## config.mk

```make
export PLATFORM = sky130hd
export DESIGN_NAME = fetch_unit_flat
export DESIGN_NICKNAME = d
export VERILOG_FILES = /design/src/rtl/fetch_unit_if.sv /design/src/rtl/fetch_unit.sv /design/src/flat_wrapper.sv
export SDC_FILE = /design/constraint.sdc
export NUM_CORES = 1
export LEC_CHECK = 0
export ABC_AREA = 1
export BUFFER_PORTS_ARGS = -buffer_cell sky130_fd_sc_hd__buf_2
export CORE_MARGIN = 2
export CORE_UTILIZATION = 35
export CTS_BUF_LIST = sky130_fd_sc_hd__clkbuf_4
export CTS_CLUSTER_DIAMETER = 60
export DETAILED_ROUTE_END_ITERATION = 7
export HOLD_SLACK_MARGIN = 0.05
export PLACE_DENSITY = 0.63
export SYNTH_ARGS = -nofsm -noshare
export SYNTH_HDL_FRONTEND = slang
export SYNTH_SLANG_ARGS = --single-unit
```

## constraint.sdc

```tcl
create_clock -name clk -period 3.05 [get_ports clk]
set_input_delay 0 -clock clk [delete_from_list [all_inputs] [get_ports clk]]
set_output_delay 0 -clock clk [all_outputs]
set_load 0.03 [all_outputs]
```

## src/rtl/fetch_unit_if.sv

```systemverilog
// Byte-wide request/acknowledge memory read port used by the fetch stage.
interface fetch_unit_if #(
   parameter int unsigned ADDR_W = 64
);
   logic              mem_req;
   logic [ADDR_W-1:0] mem_addr;
   logic [7:0]        mem_rdata;
   logic              mem_ack;
   logic              mem_err;

   modport master (
      output mem_req,
      output mem_addr,
      input  mem_rdata,
      input  mem_ack,
      input  mem_err
   );

   modport slave (
      input  mem_req,
      input  mem_addr,
      output mem_rdata,
      output mem_ack,
      output mem_err
   );
endinterface

```

## src/rtl/fetch_unit.sv

```systemverilog
// Byte-serial Y86-64 fetch stage: reads 1-10 instruction bytes over a
// req/ack byte port, splits them into icode/ifun/rA/rB/valC, computes valP
// and reports AOK/HLT/ADR/INS status with a one-cycle done pulse.
module fetch_unit #(
   parameter int unsigned ADDR_W  = 64,
   parameter int unsigned MAX_LEN = 10
) (
   input  logic              clk,
   input  logic              rst,
   input  logic              start,
   input  logic [ADDR_W-1:0] pc,
   fetch_unit_if.master      mem,
   output logic              busy,
   output logic              done,
   output logic [3:0]        icode,
   output logic [3:0]        ifun,
   output logic [3:0]        rA,
   output logic [3:0]        rB,
   output logic [63:0]       valC,
   output logic [ADDR_W-1:0] valP,
   output logic [1:0]        status
);

   localparam int unsigned CNT_W = $clog2(MAX_LEN + 1);

   localparam logic [1:0] ST_AOK = 2'd0;
   localparam logic [1:0] ST_HLT = 2'd1;
   localparam logic [1:0] ST_ADR = 2'd2;
   localparam logic [1:0] ST_INS = 2'd3;

   typedef enum logic [1:0] {
      S_IDLE,
      S_FETCH,
      S_DONE
   } state_t;

   // Instruction length in bytes, keyed by icode (unknown codes treated as 1).
   function automatic logic [CNT_W-1:0] instr_len(input logic [3:0] ic);
      case (ic)
         4'h0, 4'h1, 4'h9:       instr_len = CNT_W'(1);
         4'h2, 4'h6, 4'hA, 4'hB: instr_len = CNT_W'(2);
         4'h7, 4'h8:             instr_len = CNT_W'(9);
         4'h3, 4'h4, 4'h5:       instr_len = CNT_W'(10);
         default:                instr_len = CNT_W'(1);
      endcase
   endfunction

   // Legal icode/ifun combinations.
   function automatic logic instr_valid(input logic [3:0] ic, input logic [3:0] fn);
      case (ic)
         4'h2, 4'h7: instr_valid = (fn <= 4'd6);
         4'h6:       instr_valid = (fn <= 4'd3);
         4'h0, 4'h1, 4'h3, 4'h4, 4'h5, 4'h8, 4'h9, 4'hA, 4'hB:
                     instr_valid = (fn == 4'd0);
         default:    instr_valid = 1'b0;
      endcase
   endfunction

   state_t              state_q, state_d;
   logic [ADDR_W-1:0]   pc_q, pc_d;
   logic [CNT_W-1:0]    k_q, k_d;
   logic [CNT_W-1:0]    len_q, len_d;
   logic [3:0]          icode_q, icode_d;
   logic [3:0]          ifun_q, ifun_d;
   logic [3:0]          ra_q, ra_d;
   logic [3:0]          rb_q, rb_d;
   logic [63:0]         valc_q, valc_d;
   logic [ADDR_W-1:0]   valp_q, valp_d;
   logic [1:0]          status_q, status_d;
   logic                done_q, done_d;

   logic                accept;
   logic                last_byte;
   logic [CNT_W-1:0]    b0_len;
   logic                b0_ok;
   logic                has_regs;
   logic [CNT_W-1:0]    vidx;
   logic [ADDR_W-1:0]   next_pc;

   assign accept   = (state_q == S_FETCH) && mem.mem_ack;
   assign b0_len   = instr_len(mem.mem_rdata[7:4]);
   assign b0_ok    = instr_valid(mem.mem_rdata[7:4], mem.mem_rdata[3:0]);
   assign has_regs = (len_q == CNT_W'(2)) || (len_q == CNT_W'(10));
   assign next_pc  = pc_q + ADDR_W'(k_q) + ADDR_W'(1);

   // valC byte slot: byte k lands at k-1 (jxx/call) or k-2 (register byte first)
   assign vidx     = k_q - (has_regs ? CNT_W'(2) : CNT_W'(1));

   // Decide whether the byte being accepted this cycle ends the fetch.
   always_comb begin
      last_byte = 1'b0;
      if (accept) begin
         if (mem.mem_err) begin
            last_byte = 1'b1;
         end else if (k_q == '0) begin
            last_byte = !b0_ok || (b0_len == CNT_W'(1));
         end else begin
            last_byte = ((k_q + CNT_W'(1)) == len_q);
         end
      end
   end

   // FSM state register.
   always_ff @(posedge clk) begin
      if (rst) state_q <= S_IDLE;
      else     state_q <= state_d;
   end

   // FSM next-state logic.
   always_comb begin
      state_d = state_q;
      case (state_q)
         S_IDLE:  if (start)     state_d = S_FETCH;
         S_FETCH: if (last_byte) state_d = S_DONE;
         S_DONE:                 state_d = S_IDLE;
         default:                state_d = S_IDLE;
      endcase
   end

   // FSM outputs: request held through FETCH, address tracks pc+k.
   always_comb begin
      mem.mem_req  = (state_q == S_FETCH);
      mem.mem_addr = pc_q + ADDR_W'(k_q);
      busy         = (state_q != S_IDLE);
   end

   // Datapath: latch pc on start, capture bytes on ack, finalise valP/status.
   always_comb begin
      pc_d     = pc_q;
      k_d      = k_q;
      len_d    = len_q;
      icode_d  = icode_q;
      ifun_d   = ifun_q;
      ra_d     = ra_q;
      rb_d     = rb_q;
      valc_d   = valc_q;
      valp_d   = valp_q;
      status_d = status_q;
      done_d   = (state_q == S_DONE);

      if ((state_q == S_IDLE) && start) begin
         pc_d     = pc;
         k_d      = '0;
         len_d    = '0;
         icode_d  = '0;
         ifun_d   = '0;
         ra_d     = '1;
         rb_d     = '1;
         valc_d   = '0;
         status_d = ST_AOK;
      end else if (accept) begin
         if (mem.mem_err) begin
            // failing byte is not captured but still counts toward valP
            status_d = ST_ADR;
            valp_d   = next_pc;
         end else if (k_q == '0) begin
            icode_d = mem.mem_rdata[7:4];
            ifun_d  = mem.mem_rdata[3:0];
            len_d   = b0_len;
            if (!b0_ok) begin
               status_d = ST_INS;
               valp_d   = next_pc;
            end else if (b0_len == CNT_W'(1)) begin
               status_d = (mem.mem_rdata[7:4] == 4'h0) ? ST_HLT : ST_AOK;
               valp_d   = next_pc;
            end else begin
               k_d = CNT_W'(1);
            end
         end else begin
            if (has_regs && (k_q == CNT_W'(1))) begin
               ra_d = mem.mem_rdata[7:4];
               rb_d = mem.mem_rdata[3:0];
            end else begin
               valc_d = valc_q | ({56'd0, mem.mem_rdata} << {vidx, 3'b000});
            end
            if (last_byte) begin
               status_d = ST_AOK;
               valp_d   = next_pc;
            end else begin
               k_d = k_q + CNT_W'(1);
            end
         end
      end
   end

   // Datapath registers.
   always_ff @(posedge clk) begin
      if (rst) begin
         pc_q     <= '0;
         k_q      <= '0;
         len_q    <= '0;
         icode_q  <= '0;
         ifun_q   <= '0;
         ra_q     <= '1;
         rb_q     <= '1;
         valc_q   <= '0;
         valp_q   <= '0;
         status_q <= ST_AOK;
         done_q   <= 1'b0;
      end else begin
         pc_q     <= pc_d;
         k_q      <= k_d;
         len_q    <= len_d;
         icode_q  <= icode_d;
         ifun_q   <= ifun_d;
         ra_q     <= ra_d;
         rb_q     <= rb_d;
         valc_q   <= valc_d;
         valp_q   <= valp_d;
         status_q <= status_d;
         done_q   <= done_d;
      end
   end

   assign done   = done_q;
   assign icode  = icode_q;
   assign ifun   = ifun_q;
   assign rA     = ra_q;
   assign rB     = rb_q;
   assign valC   = valc_q;
   assign valP   = valp_q;
   assign status = status_q;

endmodule

```

## src/flat_wrapper.sv

```systemverilog
// flat-port wrapper written by rule: the top's interface ports become plain ports
module fetch_unit_flat 
#(
   parameter int unsigned ADDR_W  = 64,
   parameter int unsigned MAX_LEN = 10
)
  (clk, rst, start, pc, busy, done, icode, ifun, rA, rB, valC, valP, status, mem_mem_req, mem_mem_addr, mem_mem_rdata, mem_mem_ack, mem_mem_err);
  fetch_unit_if #(.ADDR_W(ADDR_W)) mem_i ();
  input  logic clk;
  input  logic rst;
  input  logic start;
  input  logic [ADDR_W-1:0] pc;
  output logic busy;
  output logic done;
  output logic [3:0] icode;
  output logic [3:0] ifun;
  output logic [3:0] rA;
  output logic [3:0] rB;
  output logic [63:0] valC;
  output logic [ADDR_W-1:0] valP;
  output logic [1:0] status;
  output wire logic [$bits(mem_i.mem_req)-1:0] mem_mem_req;
  output wire logic [$bits(mem_i.mem_addr)-1:0] mem_mem_addr;
  input wire logic [$bits(mem_i.mem_rdata)-1:0] mem_mem_rdata;
  input wire logic [$bits(mem_i.mem_ack)-1:0] mem_mem_ack;
  input wire logic [$bits(mem_i.mem_err)-1:0] mem_mem_err;
  assign mem_mem_req = mem_i.mem_req;
  assign mem_mem_addr = mem_i.mem_addr;
  assign mem_i.mem_rdata = mem_mem_rdata;
  assign mem_i.mem_ack = mem_mem_ack;
  assign mem_i.mem_err = mem_mem_err;
  fetch_unit #(.ADDR_W(ADDR_W), .MAX_LEN(MAX_LEN)) u_core (.clk(clk), .rst(rst), .start(start), .pc(pc), .mem(mem_i), .busy(busy), .done(done), .icode(icode), .ifun(ifun), .rA(rA), .rB(rB), .valC(valC), .valP(valP), .status(status));
endmodule
```

## Word-level counts from Yosys, hierarchy flattened

Memories as Yosys holds them, arrays and structs flattened.
Cells that the tools add are included.

- Register bits: 221
- Input port bits: 77
- Bits in read-only memories: 48
- Word-level logic and storage cells: 94
- Output and inout bits: 213
- Memories kept: 1

- Mux-type cells: 23
- Reduce and logical (&&, ||, !) cells: 22
- Equality and inequality tests: 24
- Bitwise operators: 5
- Shift-type cells: 1
- Add/subtract/negate cells: 4
- Order comparisons: 2

Memory list:

| memory | depth | bits a word | rd ports | clocked after memory_dff | write ports | line | source |
|---|---|---|---|---|---|---|---|
| (name not given) | 16 | 3 | 1 | 0 | 0 | fetch_unit.sv:39 | `case (ic)` |

Operators by type and width:

| operator | number |
|---|---|
| $mux 64 | 5 |
| $add 64x1->64 const B | 1 |
| $add 64x4->64 | 1 |
| $or 64x64->64 | 1 |
| $shl 8x7->64 | 1 |
| $eq 4x4->1 const B | 5 |
| $eq 4x3->1 const B | 4 |
| $mux 2 | 8 |
| $mux 4 | 4 |
| $eq 4x1->1 const B | 3 |
| $eq 4x2->1 const B | 3 |
| $logic_not 4->1 | 3 |
| $reduce_and 4->1 | 3 |
| $reduce_or 9->1 | 1 |
| $ne 2x2->1 const B | 3 |
| $reduce_and 3->1 | 2 |
| $reduce_and 5->1 | 1 |
| $add 4x1->4 const B | 1 |
| $eq 4x4->1 | 1 |
| $le 4x2->1 const B | 1 |
| $le 4x3->1 const B | 1 |
| $mux 1 | 4 |
| $ne 2x1->1 const B | 2 |
| $ne 4x4->1 const B | 1 |
| 14 further kinds | 21 |

## Depth between registers and ports, before layout

Gate-level depths: netlist of the first run.

- Depth after elaboration: 11
- Gate-level depth with buffers: 22
- Gate-level depth less buffers: 22

## Worst setup path before layout of the first run

No wires, ideal clock.

- Path kind: register to register
- Start point: reg u_core.k_q[0]
- End point: reg u_core.valp_q[33], in the netlist u_core.valP[33]
- Clock period less this slack: 3,170 ps
- Path slack: -120 ps
- Cell stages (with the launch flop): 20
- Library setup time: 116 ps
- Data arrival time: 3,053 ps
- Cell sequence: dfxtp_1 > ha_1 > inv_1 > fa_1 > inv_1 > nand3_1 > nand2_2 > nand2_2 > xnor2_2 > nand2_1 > nor2_4 > nand2_4 > nor2_8 > nand2_4 > nor2_8 > nand2_1 > nand2_1 > nand3_1 > o211ai_1 > inv_1

RTL lines:

| item | line | source |
|---|---|---|
| start, declared | fetch_unit.sv:61 | `logic [CNT_W-1:0] k_q, k_d;` |
| start signal, assigned | fetch_unit.sv:202 | `k_q <= k_d;` |
| $add 64x4->64 (*) | -- |  |
| net mem_mem_addr[8] | flat_wrapper.sv:23 | `output wire logic [$bits(mem_i.mem_addr)-1:0] mem_mem_addr;` |
| $add 64x1->64 (*) | fetch_unit.sv:84 | `assign next_pc = pc_q + ADDR_W'(k_q) + ADDR_W'(1);` |
| $mux 64 | fetch_unit.sv:163 | `end else if (b0_len == CNT_W'(1)) begin` |
| $mux 64 | fetch_unit.sv:160 | `if (!b0_ok) begin` |
| $mux 64 | fetch_unit.sv:156 | `end else if (k_q == '0) begin` |
| $mux 64 (*) | fetch_unit.sv:152 | `if (mem.mem_err) begin` |
| end signal, assigned | fetch_unit.sv:209 | `valp_q <= valp_d;` |
| end, declared | fetch_unit.sv:68 | `logic [ADDR_W-1:0] valp_q, valp_d;` |

Mark *: on every way through the listed nets, which the timed path passes. The rest lies on a longest branch. The select of a mux whose other input is x is not followed.
A chain may end at the register's enable or synchronous reset.

## Worst setup path in the final report of the first run

- Start point: reg u_core.pc_q[0]
- End point: reg u_core.valp_q[55], in the netlist u_core.valP[55]

- Longest elaborated chain between the ends: 6

Ends and longest elaborated chain:

| item | line | source |
|---|---|---|
| start, declared | fetch_unit.sv:60 | `logic [ADDR_W-1:0] pc_q, pc_d;` |
| start signal, assigned | fetch_unit.sv:201 | `pc_q <= pc_d;` |
| $add 64x4->64 (*) | fetch_unit.sv:84 |  |
| $add 64x1->64 (*) | fetch_unit.sv:84 |  |
| $mux 64 | fetch_unit.sv:163 |  |
| $mux 64 | fetch_unit.sv:160 |  |
| $mux 64 | fetch_unit.sv:156 |  |
| $mux 64 (*) | fetch_unit.sv:152 |  |

Every way passes the cells marked *; elsewhere a longest branch is shown, timed or not. The select of a mux whose other input is x is not followed.

==> results of run 1 <==
## what timing repair did
item,CTS,global route
setup endpoints to repair,61,92
resized for setup,58,345
pin swaps,14,103
endpoints found under the hold margin,198,0
hold buffers,209,0
setup buffers,13,40
## layer usage
metal / vias to the layer above / share of wire (%) / track usage (%)
met5: - / 0.026 / 0
met4: 2 / 4.0 / 13.8
met3: 149 / 7.6 / 8.06
met2: 749 / 47 / 56.5
met1: 8440 / 42 / 41.3
li1: 8571 / - / -
## flip-flops by register name, indices dropped and copies added, names as in the netlist
| register | flops |
|---|---|
| u_core.done | 1 |
| u_core.pc_q | 64 |
| u_core.k_q | 4 |
| u_core.valP | 64 |
| u_core.ifun | 4 |
| u_core.valC | 64 |
| u_core.state_q | 2 |
| u_core.rA | 4 |
| u_core.rB | 4 |
| u_core.icode | 4 |
| u_core.status | 2 |
| u_core.len_q | 3 |
## power groups by stage
stage                     clock network (mW)  logic, mW  registers (mW)
after global routing                    3.23       2.25            3.18
after CTS                               3.08       1.96            3.16
after floorplan                            0      0.779            3.29
after detailed placement                   0       1.67            3.22
after global placement                     0       1.66            3.22
final                                   3.01       2.12            3.17
## per-stage QoR
step | setup slack [ps] | utilization (%)
floorplan | 0.0766 | -
global placement | -250 | 45.8
detailed placement | -257 | 45.8
CTS | -20.8 | 54.4
global route | -144 | 58.3
finish | -9.77 | 58.3
## worst max-delay path, cell delays in order (launching register included)
cell     delay [ps]
dfxtp_2         360
ha_4            150
inv_2            40
fa_2            390
nor2_4          140
nor2_4           70
nor2_4          180
buf_12          140
xor2_4          250
buf_6           150
nand2_4          50
nor2_4          120
nand2_4         100
nor2_4          180
nand3_4         110
nor2_4          210
nand3_2          80
nand2_1          70
nand3_2          60
nand2_1          80
inv_1            30
## synthesized netlist by cell type, types with 3 or more instances
| library cell | number | area, um2 |
|---|---|---|
| nor3_1 | 13 | 65.1 |
| o21a_1 | 25 | 188 |
| o211ai_1 | 20 | 150 |
| nand3_2 | 4 | 40.0 |
| buf_2 | 9 | 45.0 |
| nand4_1 | 75 | 469 |
| xor2_2 | 4 | 65.1 |
| ha_1 | 10 | 125 |
| nor2_2 | 35 | 219 |
| o21ai_1 | 7 | 35.0 |
| nor2_4 | 11 | 124 |
| o21ai_0 | 174 | 871 |
| dfxtp_1 | 220 | 4400 |
| nand2_1 | 509 | 1910 |
| nand3b_1 | 3 | 22.5 |
| a21oi_1 | 86 | 430 |
| a31oi_1 | 3 | 18.8 |
| xor2_1 | 20 | 175 |
| o21bai_1 | 10 | 75.1 |
| nand2_2 | 15 | 93.8 |
| xnor2_1 | 4 | 35.0 |
| clkbuf_1 | 64 | 240 |
| nand3_1 | 149 | 746 |
| nor2_1 | 352 | 1320 |
| nor3_2 | 5 | 50.1 |
| inv_1 | 296 | 1110 |
| inv_2 | 21 | 78.8 |
## path summary, 6_finish.rpt
kind / from / endpoint / slack [ps] / cells past startpoint
worst max-delay path: u_core.pc_q[0] / u_core.valP[55] / -10 / 20
worst min-delay path: pc[20] / u_core.pc_q[20] / 200 / 4
worst max register to register: u_core.pc_q[0] / u_core.valP[55] / -10 / 20
worst min register to register: u_core.rA[0] / u_core.rA[0] / 470 / 2
## kinds of logic after synthesis
| logic type | synth area share, % |
|---|---|
| DFF | 32.8 |
| adders and majority gates | 1.23 |
| and+or+nand+nor | 38.9 |
| xor gates and xnor gates | 2.29 |
| AOI/OAI and AO/OA | 13.7 |
| buffers and inverters | 11.1 |
## layout make-up
cell class,count,area (um2)
clock buffers,95,713
diodes,2,5.00
multi-input cells,1563,8790
repair buffers,806,6080
fillers,3709,15800
clock inverters,23,143
flip-flops and latches,220,4430
well taps,511,639
inverters,319,1200
==> metrics.md, run 1 <==
| Metric | Value |
|---|---|
| Final Hold Viols | 0 |
| Crit path time final | 3060 ps |
| Worst-margin pin slew | 702 ps |
| Clock slew at reported path FFs | 70 ps |
| Synthesized net count | 2265 |
| RSZ-0062 raised after global routing | yes |
| Skew final | 57.7 ps |
| Initial antenna violation count | 2 |
| Post-route ant nets | 0 |
| Setup violators final | 1 |
| Iter 0 DRT Violations | 1228 |
| Crit path kind | flop to flop |
| Slew HR | 53.1% |
| Synth async-reset ratio | 0% |
| Die Ht | 200 um |
| Drt total wl | 68.5 mm |
| Data required, critical path | 3710 ps |
| DP HPWL | 51.8 mm |
| Syn avg cell area | 6.17 um2 |
| Final slew viol count | 0 |
| Core ar. | 0.0378 mm2 |
| Vias in the first global route | 17588 |
| CP Capture Type | flop |
| Sw frac | 35.1% |
| Total gr overflow | 0 |
| Critical Path Fanout Max | 5 |
| Share of layout cells above drive strength 1 | 35.6% |
| Synth warn | 0 |
| Largest net degree at the start of global routing | 115 |
| Net Sw Power | 2.91 mW |
| Initial Util | 35.6% |
| Main flop type after synthesis | dfxtp_1 |
| Worst hold slack | 195 ps |
| First-pass GRT wire length | 101 mm |
| Post-layout instance area | 0.0220 mm2 |
| Sequential share of the synthesized area | 32.8% |
| Hold Crit Class | input pin to flop |
| Clock group share of total power | 36.3% |
| Fin crit share | 100% |
| Leak pwr | 10.7 nW |
| Vias/cell | 5.06 |
| VDD IR max | 0.000381 V |
| Startpoint types | flop |
| Int Pwr | 5.40 mW |
| I/O Buffers | 289 |
| Max Cap Violations | 0 |
| Syn Inst Count | 2176 |
| Synth cell types | 49 |
| Comb pwr share | 25.5% |
| RePlAce Congestion | 0.990 |
| Post-synth EDFFs | 0 |
| Pwr Density | 378 mW/mm2 |
| Die W | 200 um |
| Status | finished with violations |
| Most frequent cells in the layout | nand2_1 (420), buf_4 (282), inv_1 (277) |
| Area Overhead vs Synth | 63.8% |
| Non-Filler Instances | 3539 |
| Placed insts | 3159 |
| Violated checks | design-rule violations, negative setup slack |
| Syn Std Cell Area | 0.0134 mm2 |
| Die area | 0.0400 mm2 |
| I/O pins | 290 |
| Root buffer cell | clkbuf_4 |
| Setup ws final | -9.77 ps |
| Post-synthesis register bit count | 220 |
| Max H-tree Level | 3 |
| Final net count | 3065 |
| DR WL/cell | 19.4 um |
| Reg power frac | 38.2% |
| First-pass iteration count of the detailed router | 8 |
| Cts bufs inserted | 66 |
| Row cnt | 71 |
| Peak Freq | 327 MHz |
| Clock Sinks | 220 |
| Worst skew pair latency | 780 ps |
| Total GRT Usage | 33.6% |
| Total number of vias | 17911 |
| Clk buf depth | 3 |
| WP data arrival | 3720 ps |
| DP Area | 0.0173 mm2 |
| Total Power | 8.31 mW |
| Most common cell after layout, fill and taps aside | nand2_1 |
| DRC viols | 1 |
| CTS tree | done |
| TNS Setup | -9.77 ps |
(Power assumes the default switching activity.)
==> run 2: changes to the inputs <==
--- a/config.mk
+++ b/config.mk
@@ -7,13 +7,16 @@
 export LEC_CHECK = 0
 export ABC_AREA = 1
 export BUFFER_PORTS_ARGS = -buffer_cell sky130_fd_sc_hd__buf_2
+export CELL_PAD_IN_SITES_DETAIL_PLACEMENT = 1
+export CELL_PAD_IN_SITES_GLOBAL_PLACEMENT = 2
 export CORE_MARGIN = 2
-export CORE_UTILIZATION = 35
+export CORE_UTILIZATION = 27
 export CTS_BUF_LIST = sky130_fd_sc_hd__clkbuf_4
 export CTS_CLUSTER_DIAMETER = 60
 export DETAILED_ROUTE_END_ITERATION = 7
 export HOLD_SLACK_MARGIN = 0.05
-export PLACE_DENSITY = 0.63
+export PLACE_DENSITY = 0.86
+export SKIP_CTS_REPAIR_TIMING = 1
 export SYNTH_ARGS = -nofsm -noshare
 export SYNTH_HDL_FRONTEND = slang
 export SYNTH_SLANG_ARGS = --single-unit
==> metrics.md, run 2 (synthesis gave the netlist of run 1 again) <==
| Metric | Value |
|---|---|
| Status | finished with violations (unchanged) |
| Violated checks | negative setup slack (was design-rule violations, negative setup slack) |
| Post-route ant nets | 0 (unchanged) |
| Most frequent cells in the layout | nand2_1 (389), inv_1 (274), buf_4 (270) (was nand2_1 (420), buf_4 (282), inv_1 (277)) |
| Hold Crit Class | input pin to flop (unchanged) |
| RSZ-0062 raised after global routing | yes (unchanged) |
| Worst skew pair latency | 870 ps (was 780 ps) |
| Max H-tree Level | 3 (unchanged) |
| Data required, critical path | 3740 ps (was 3710 ps) |
| Area Overhead vs Synth | 71.0% (was 63.8%) |
| R2R depth | 18 (was 20) |
| First-pass iteration count of the detailed router | 5 (was 8) |
| WP data arrival | 3920 ps (was 3720 ps) |
| First-pass GRT wire length | 103 mm (was 101 mm) |
| Largest net degree at the start of global routing | 115 (unchanged) |
| Initial antenna violation count | 4 (was 2) |
| Setup ws final | -186 ps (was -9.77 ps) |
| RePlAce Congestion | 0.955 (was 0.990) |
| Peak Freq | 309 MHz (was 327 MHz) |
| Sw frac | 36.3% (was 35.1%) |
| Core ar. | 0.0491 mm2 (was 0.0378 mm2) |
| Worst r2r src | u_core.k_q[0] (was u_core.pc_q[0]) |
| Clock slew at reported path FFs | 50 ps (was 70 ps) |
| Net Sw Power | 3.10 mW (was 2.91 mW) |
| I/O Buffers | 289 (unchanged) |
| Int Pwr | 5.44 mW (was 5.40 mW) |
| Critical Path Fanout Max | 5 (unchanged) |
| Slew HR | 46.0% (was 53.1%) |
| Vias in the first global route | 17392 (was 17588) |
| Startpoint types | flop (unchanged) |
| Die Ht | 227 um (was 200 um) |
| Iter 0 DRT Violations | 1134 (was 1228) |
| Die area | 0.0516 mm2 (was 0.0400 mm2) |
| Fill cell count | 6349 (was 3709) |
| R2R Path End | u_core.valP[38] (was u_core.valP[55]) |
| VDD IR max | 0.000275 V (was 0.000381 V) |
| Total number of vias | 18339 (was 17911) |
| Total GRT Usage | 26.9% (was 33.6%) |
| Most Crowded Layer GR | met2 (unchanged) |
| Place WS | -484 ps (was -257 ps) |
| DP HPWL | 57.0 mm (was 51.8 mm) |
| R2R setup slack | -190 ps (was -10 ps) |
| Worst setup path start | u_core.k_q[0] (was u_core.pc_q[0]) |
| Reg power frac | 37.3% (was 38.2%) |
| Met1 Use GR | 32.6% (was 41.3%) |
| Row cnt | 81 (was 71) |
| Min-delay src | pc[5] (was pc[20]) |
| Setup violators final | 53 (was 1) |
| Cts bufs inserted | 70 (was 66) |
| Ordered list of cells on the worst path | ha_4 -> inv_2 -> fa_2 -> nor2_4 -> nor2_4 -> nor2_4 -> buf_6 -> xor2_4 -> buf_6 -> nand3_4 -> nor2_4 -> nand3_4 -> nor2_4 -> nand3_4 -> nand2_2 -> nand3_2 -> o211ai_1 -> inv_1 (was ha_4 -> inv_2 -> fa_2 -> nor2_4 -> nor2_4 -> nor2_4 -> buf_12 -> xor2_4 -> buf_6 -> nand2_4 -> nor2_4 -> nand2_4 -> nor2_4 -> nand3_4 -> nor2_4 -> nand3_2 -> nand2_1 -> nand3_2 -> nand2_1 -> inv_1) |
| Final Hold Viols | 0 (unchanged) |
| DRC viols | 0 (was 1) |
| Worst hold slack | 62.8 ps (was 195 ps) |
| Initial Util | 27.4% (was 35.6%) |
| CTS tree | done (unchanged) |
| Pwr Density | 372 mW/mm2 (was 378 mW/mm2) |
| Most common cell after layout, fill and taps aside | nand2_1 (unchanged) |
| Share of layout cells above drive strength 1 | 38.0% (was 35.6%) |
| I/O pins | 290 (unchanged) |
| Root buffer cell | clkbuf_4 (unchanged) |
| Comb pwr share | 26.7% (was 25.5%) |
| DR WL/cell | 21.0 um (was 19.4 um) |
| Fin crit share | 106% (was 100%) |
| Most used cell, CP | nor2_4 (unchanged) |
| Final net count | 3079 (was 3065) |
| Met3 Usage GRT | 6.39% (was 8.06%) |
| Die W | 227 um (was 200 um) |
| CP max stage cell | fa_2 (unchanged) |
| Final slew viol count | 0 (unchanged) |
| Crit path kind | flop to flop (unchanged) |
| Met2 GRT Util | 45.5% (was 56.5%) |
| Clk buf depth | 3 (unchanged) |
| Max Cap Violations | 0 (unchanged) |
| Crit path capture | u_core.valP[38] (was u_core.valP[55]) |
| Total gr overflow | 0 (unchanged) |
| Leak pwr | 11.0 nW (was 10.7 nW) |
| Crit path time final | 3240 ps (was 3060 ps) |
| Worst-margin pin slew | 807 ps (was 702 ps) |
| CP Capture Type | flop (unchanged) |
| Vias/cell | 4.96 (was 5.06) |
| Skew final | 72.7 ps (was 57.7 ps) |
| Clock group share of total power | 36.0% (was 36.3%) |
| Drt total wl | 77.7 mm (was 68.5 mm) |
| Clock Sinks | 220 (unchanged) |
| Peak per-stage delay on the critical path | 430 ps (was 390 ps) |
## run 2: final cells by class
type / count / area, um2 / area share (%)
diodes: 4 / 10.0 / 0.0436
clock buffers: 99 / 743 / 3.23
clock inverters: 15 / 91.3 / 0.398
inverters: 319 / 1220 / 5.33
multi-input cells: 1564 / 9270 / 40.3
flip-flops and latches: 220 / 4420 / 19.2
well taps: 664 / 831 / 3.62
repair buffers: 815 / 6390 / 27.8
## run 2: how the worst min path moves through the flow
stage                         to  cells past startpoint
6_report          u_core.pc_q[5]                      4
2_1_floorplan     u_core.pc_q[0]                      2
3_3_place_gp     u_core.pc_q[47]                      3
3_5_place_dp     u_core.pc_q[50]                      3
4_1_cts          u_core.pc_q[38]                      3
5_1_grt        u_core.state_q[0]                      3
## run 2: metal layers
metal / part of all wire [%] / up-vias
li1: - / 8594
met1: 40 / 8887
met2: 49 / 658
met3: 6.5 / 200
met4: 4.6 / 0
met5: 0 / -
## run 2: worst max-delay path: cells and delay by family (launching register included)
kind                       cells  cell delay (ps)
buffers and inverters          4              380
adders and majority gates      2              580
AOI/OAI and AO/OA              1              100
DFF                            1              360
xor gates and xnor gates       1              290
and+or+nand+nor               10             1360
## run 2: power groups by stage
stage | sequential (mW) | combinational, mW | clock (mW)
floorplan | 3.29 | 0.779 | 0
global placement | 3.22 | 1.69 | 0
detailed placement | 3.23 | 1.71 | 0
CTS | 3.16 | 1.72 | 3.11
global route | 3.19 | 2.42 | 3.31
finish | 3.19 | 2.28 | 3.07
## run 2: through the flow
stage | total power, mW | area, um2 | setup TNS (ps) | cells | utilization [%]
2_1_floorplan | 4.07 | 13500 | 0 | 2176 | -
3_3_place_gp | 4.92 | 17600 | -9860 | 3318 | 35.8
3_5_place_dp | 4.94 | 17600 | -12380 | 3318 | 35.8
4_1_cts | 7.99 | 18400 | -24170 | 3432 | 37.5
5_1_grt | 8.92 | 23000 | -13190 | 3700 | 46.8
6_report | 8.54 | 23000 | -4100 | 3700 | 46.8
==> run 3: changes to the inputs <==
--- a/config.mk
+++ b/config.mk
@@ -15,6 +15,7 @@
 export CTS_CLUSTER_DIAMETER = 60
 export DETAILED_ROUTE_END_ITERATION = 7
 export HOLD_SLACK_MARGIN = 0.05
+export MAX_ROUTING_LAYER = met4
 export PLACE_DENSITY = 0.86
 export SKIP_CTS_REPAIR_TIMING = 1
 export SYNTH_ARGS = -nofsm -noshare
==> metrics.md, run 3 (synthesis gave the netlist of run 1 again) <==
| Metric | Value |
|---|---|
| Status | finished with violations (unchanged) |
| Violated checks | negative setup slack (unchanged) |
| Ordered list of cells on the worst path | nand2_1 -> nor2_1 -> nand2_1 -> nor2_4 -> nand4_1 -> nor4_4 -> xnor2_2 -> inv_2 -> buf_6 -> buf_6 (was ha_4 -> inv_2 -> fa_2 -> nor2_4 -> nor2_4 -> nor2_4 -> buf_6 -> xor2_4 -> buf_6 -> nand3_4 -> nor2_4 -> nand3_4 -> nor2_4 -> nand3_4 -> nand2_2 -> nand3_2 -> o211ai_1 -> inv_1) |
| Setup violators final | 25 (was 53) |
| Die Ht | 227 um (unchanged) |
| R2R Path End | u_core.valP[58] (was u_core.valP[38]) |
| Fill cell count | 6369 (was 6349) |
| Hold Crit Class | input pin to flop (unchanged) |
| WHS Path Cells | 3 (was 4) |
| I/O pins | 290 (unchanged) |
| Total gr overflow | 0 (unchanged) |
| Total Power | 8.51 mW (was 8.54 mW) |
| Core ar. | 0.0491 mm2 (unchanged) |
| DP Area | 0.0177 mm2 (was 0.0176 mm2) |
| Fin crit share | 104% (was 106%) |
| Final net count | 3052 (was 3079) |
| Final slew viol count | 0 (unchanged) |
| Slew HR | 45.4% (was 46.0%) |
| I/O Buffers | 289 (unchanged) |
| Cts bufs inserted | 69 (was 70) |
| Crit path capture | mem_mem_addr[63] (was u_core.valP[38]) |
| Peak Freq | 314 MHz (was 309 MHz) |
| Die area | 0.0516 mm2 (unchanged) |
| WP data arrival | 3190 ps (was 3920 ps) |
| Data required, critical path | 3050 ps (was 3740 ps) |
| Vias/cell | 4.90 (was 4.96) |
| Setup ws final | -136 ps (was -186 ps) |
| Clock Sinks | 220 (unchanged) |
| Final Util | 45.5% (was 46.8%) |
| Post-route ant nets | 0 (unchanged) |
| Iter 0 DRT Violations | 1044 (was 1134) |
| Crit path time final | 3190 ps (was 3240 ps) |
| Initial Util | 27.4% (unchanged) |
| Critical Path Fanout Max | 4 (was 5) |
| Non-Filler Instances | 3680 (was 3700) |
| Clk buf depth | 3 (unchanged) |
| Most common cell after layout, fill and taps aside | nand2_1 (unchanged) |
| R2R depth | 19 (was 18) |
| Post-layout instance area | 0.0223 mm2 (was 0.0230 mm2) |
| Largest net degree at the start of global routing | 115 (unchanged) |
| Initial antenna violation count | 4 (unchanged) |
| Share of layout cells above drive strength 1 | 36.0% (was 38.0%) |
| CP max stage cell | dfxtp_1 (was fa_2) |
| Leak pwr | 10.8 nW (was 11.0 nW) |
| Placed insts | 3335 (was 3318) |
| Worst-margin pin slew | 817 ps (was 807 ps) |
| CTS tree | done (unchanged) |
| DR WL/cell | 21.0 um (about the same) |
| Die W | 227 um (unchanged) |
| Worst setup path start | u_core.pc_q[31] (was u_core.k_q[0]) |
| First-pass GRT wire length | 105 mm (was 103 mm) |
| DP HPWL | 58.5 mm (was 57.0 mm) |
| Max Cap Violations | 0 (unchanged) |
| Worst hold slack | 70.2 ps (was 62.8 ps) |
| Row cnt | 81 (unchanged) |
| Vias in the first global route | 17343 (was 17392) |
| Pwr Density | 381 mW/mm2 (was 372 mW/mm2) |
| RSZ-0062 raised after global routing | yes (unchanged) |
| Root buffer cell | clkbuf_4 (unchanged) |
| Total number of vias | 18041 (was 18339) |
| Most frequent cells in the layout | nand2_1 (417), inv_1 (280), buf_4 (277) (was nand2_1 (389), inv_1 (274), buf_4 (270)) |
| VDD IR max | 0.000284 V (was 0.000275 V) |
| Worst skew pair latency | 880 ps (was 870 ps) |
| Clock slew at reported path FFs | 70 ps (was 50 ps) |
| Total GRT Usage | 28.3% (was 26.9%) |
| R2R setup slack | -100 ps (was -190 ps) |
| Worst r2r src | u_core.pc_q[0] (was u_core.k_q[0]) |
| DRC viols | 0 (unchanged) |
| Crit path kind | flop to output port (was flop to flop) |
| First-pass iteration count of the detailed router | 5 (unchanged) |
| Drt total wl | 77.1 mm (was 77.7 mm) |
| Max H-tree Level | 3 (unchanged) |
| Startpoint types | flop (unchanged) |
| Final Hold Viols | 0 (unchanged) |
| RePlAce Congestion | 1.00 (was 0.955) |
| Peak per-stage delay on the critical path | 450 ps (was 430 ps) |
| Area Overhead vs Synth | 66.2% (was 71.0%) |
| Skew final | 92.4 ps (was 72.7 ps) |
| CP Capture Type | output port (was flop) |
==> run 3: where the power goes <==
group	switching, mW	leakage, nW	internal [mW]
sequential	0.167	1.80	3.02
combinational	1.32	8.50	0.857
clock	1.56	0.511	1.58
total	3.06	10.8	5.46
==> run 3: routing by layer <==
layer / wire (um) / up-vias / GRT usage (%)
met4: 2980 / 0 / 9.89
met3: 4030 / 151 / 5.30
met5: 0 / - / -
met2: 37600 / 540 / 47.4
met1: 32500 / 8786 / 34.1
li1: - / 8564 / -
==> run 3: worst min path at each step <==
stage,to,slack [ps],from
3_5_place_dp,u_core.pc_q[22],270,pc[22]
4_1_cts,u_core.pc_q[60],-590,pc[60]
5_1_grt,u_core.valP[60],60,rst
2_1_floorplan,u_core.pc_q[0],170,pc[0]
6_report,u_core.valP[60],70,rst
3_3_place_gp,u_core.pc_q[63],270,pc[63]
==> run 3: cell type report <==
class	count	area, um2	area share [%]
Multi-Input combinational cell	1564	8930	40.0
Clock buffer	91	683	3.06
Tap cell	664	831	3.72
Timing Repair Buffer	789	6050	27.1
Clock inverter	28	188	0.841
Inverter	319	1210	5.43
Antenna cell	5	12.5	0.0560
Sequential cell	220	4420	19.8
==> run 3: worst max-delay path, delay by kind of cell (launching register included) <==
kind | cells | cell delay (ps)
XOR/XNOR | 1 | 220
flip-flops | 1 | 450
AND/OR/NAND/NOR | 6 | 1360
buffers and inverters | 3 | 350
==> run 3: metrics by stage <==
step	setup slack, ps	TNS (ps)
floorplan	0.0766	0
global placement	-390	-8480
detailed placement	-457	-11230
CTS	-560	-20250
global route	-243	-9940
finish	-136	-1320
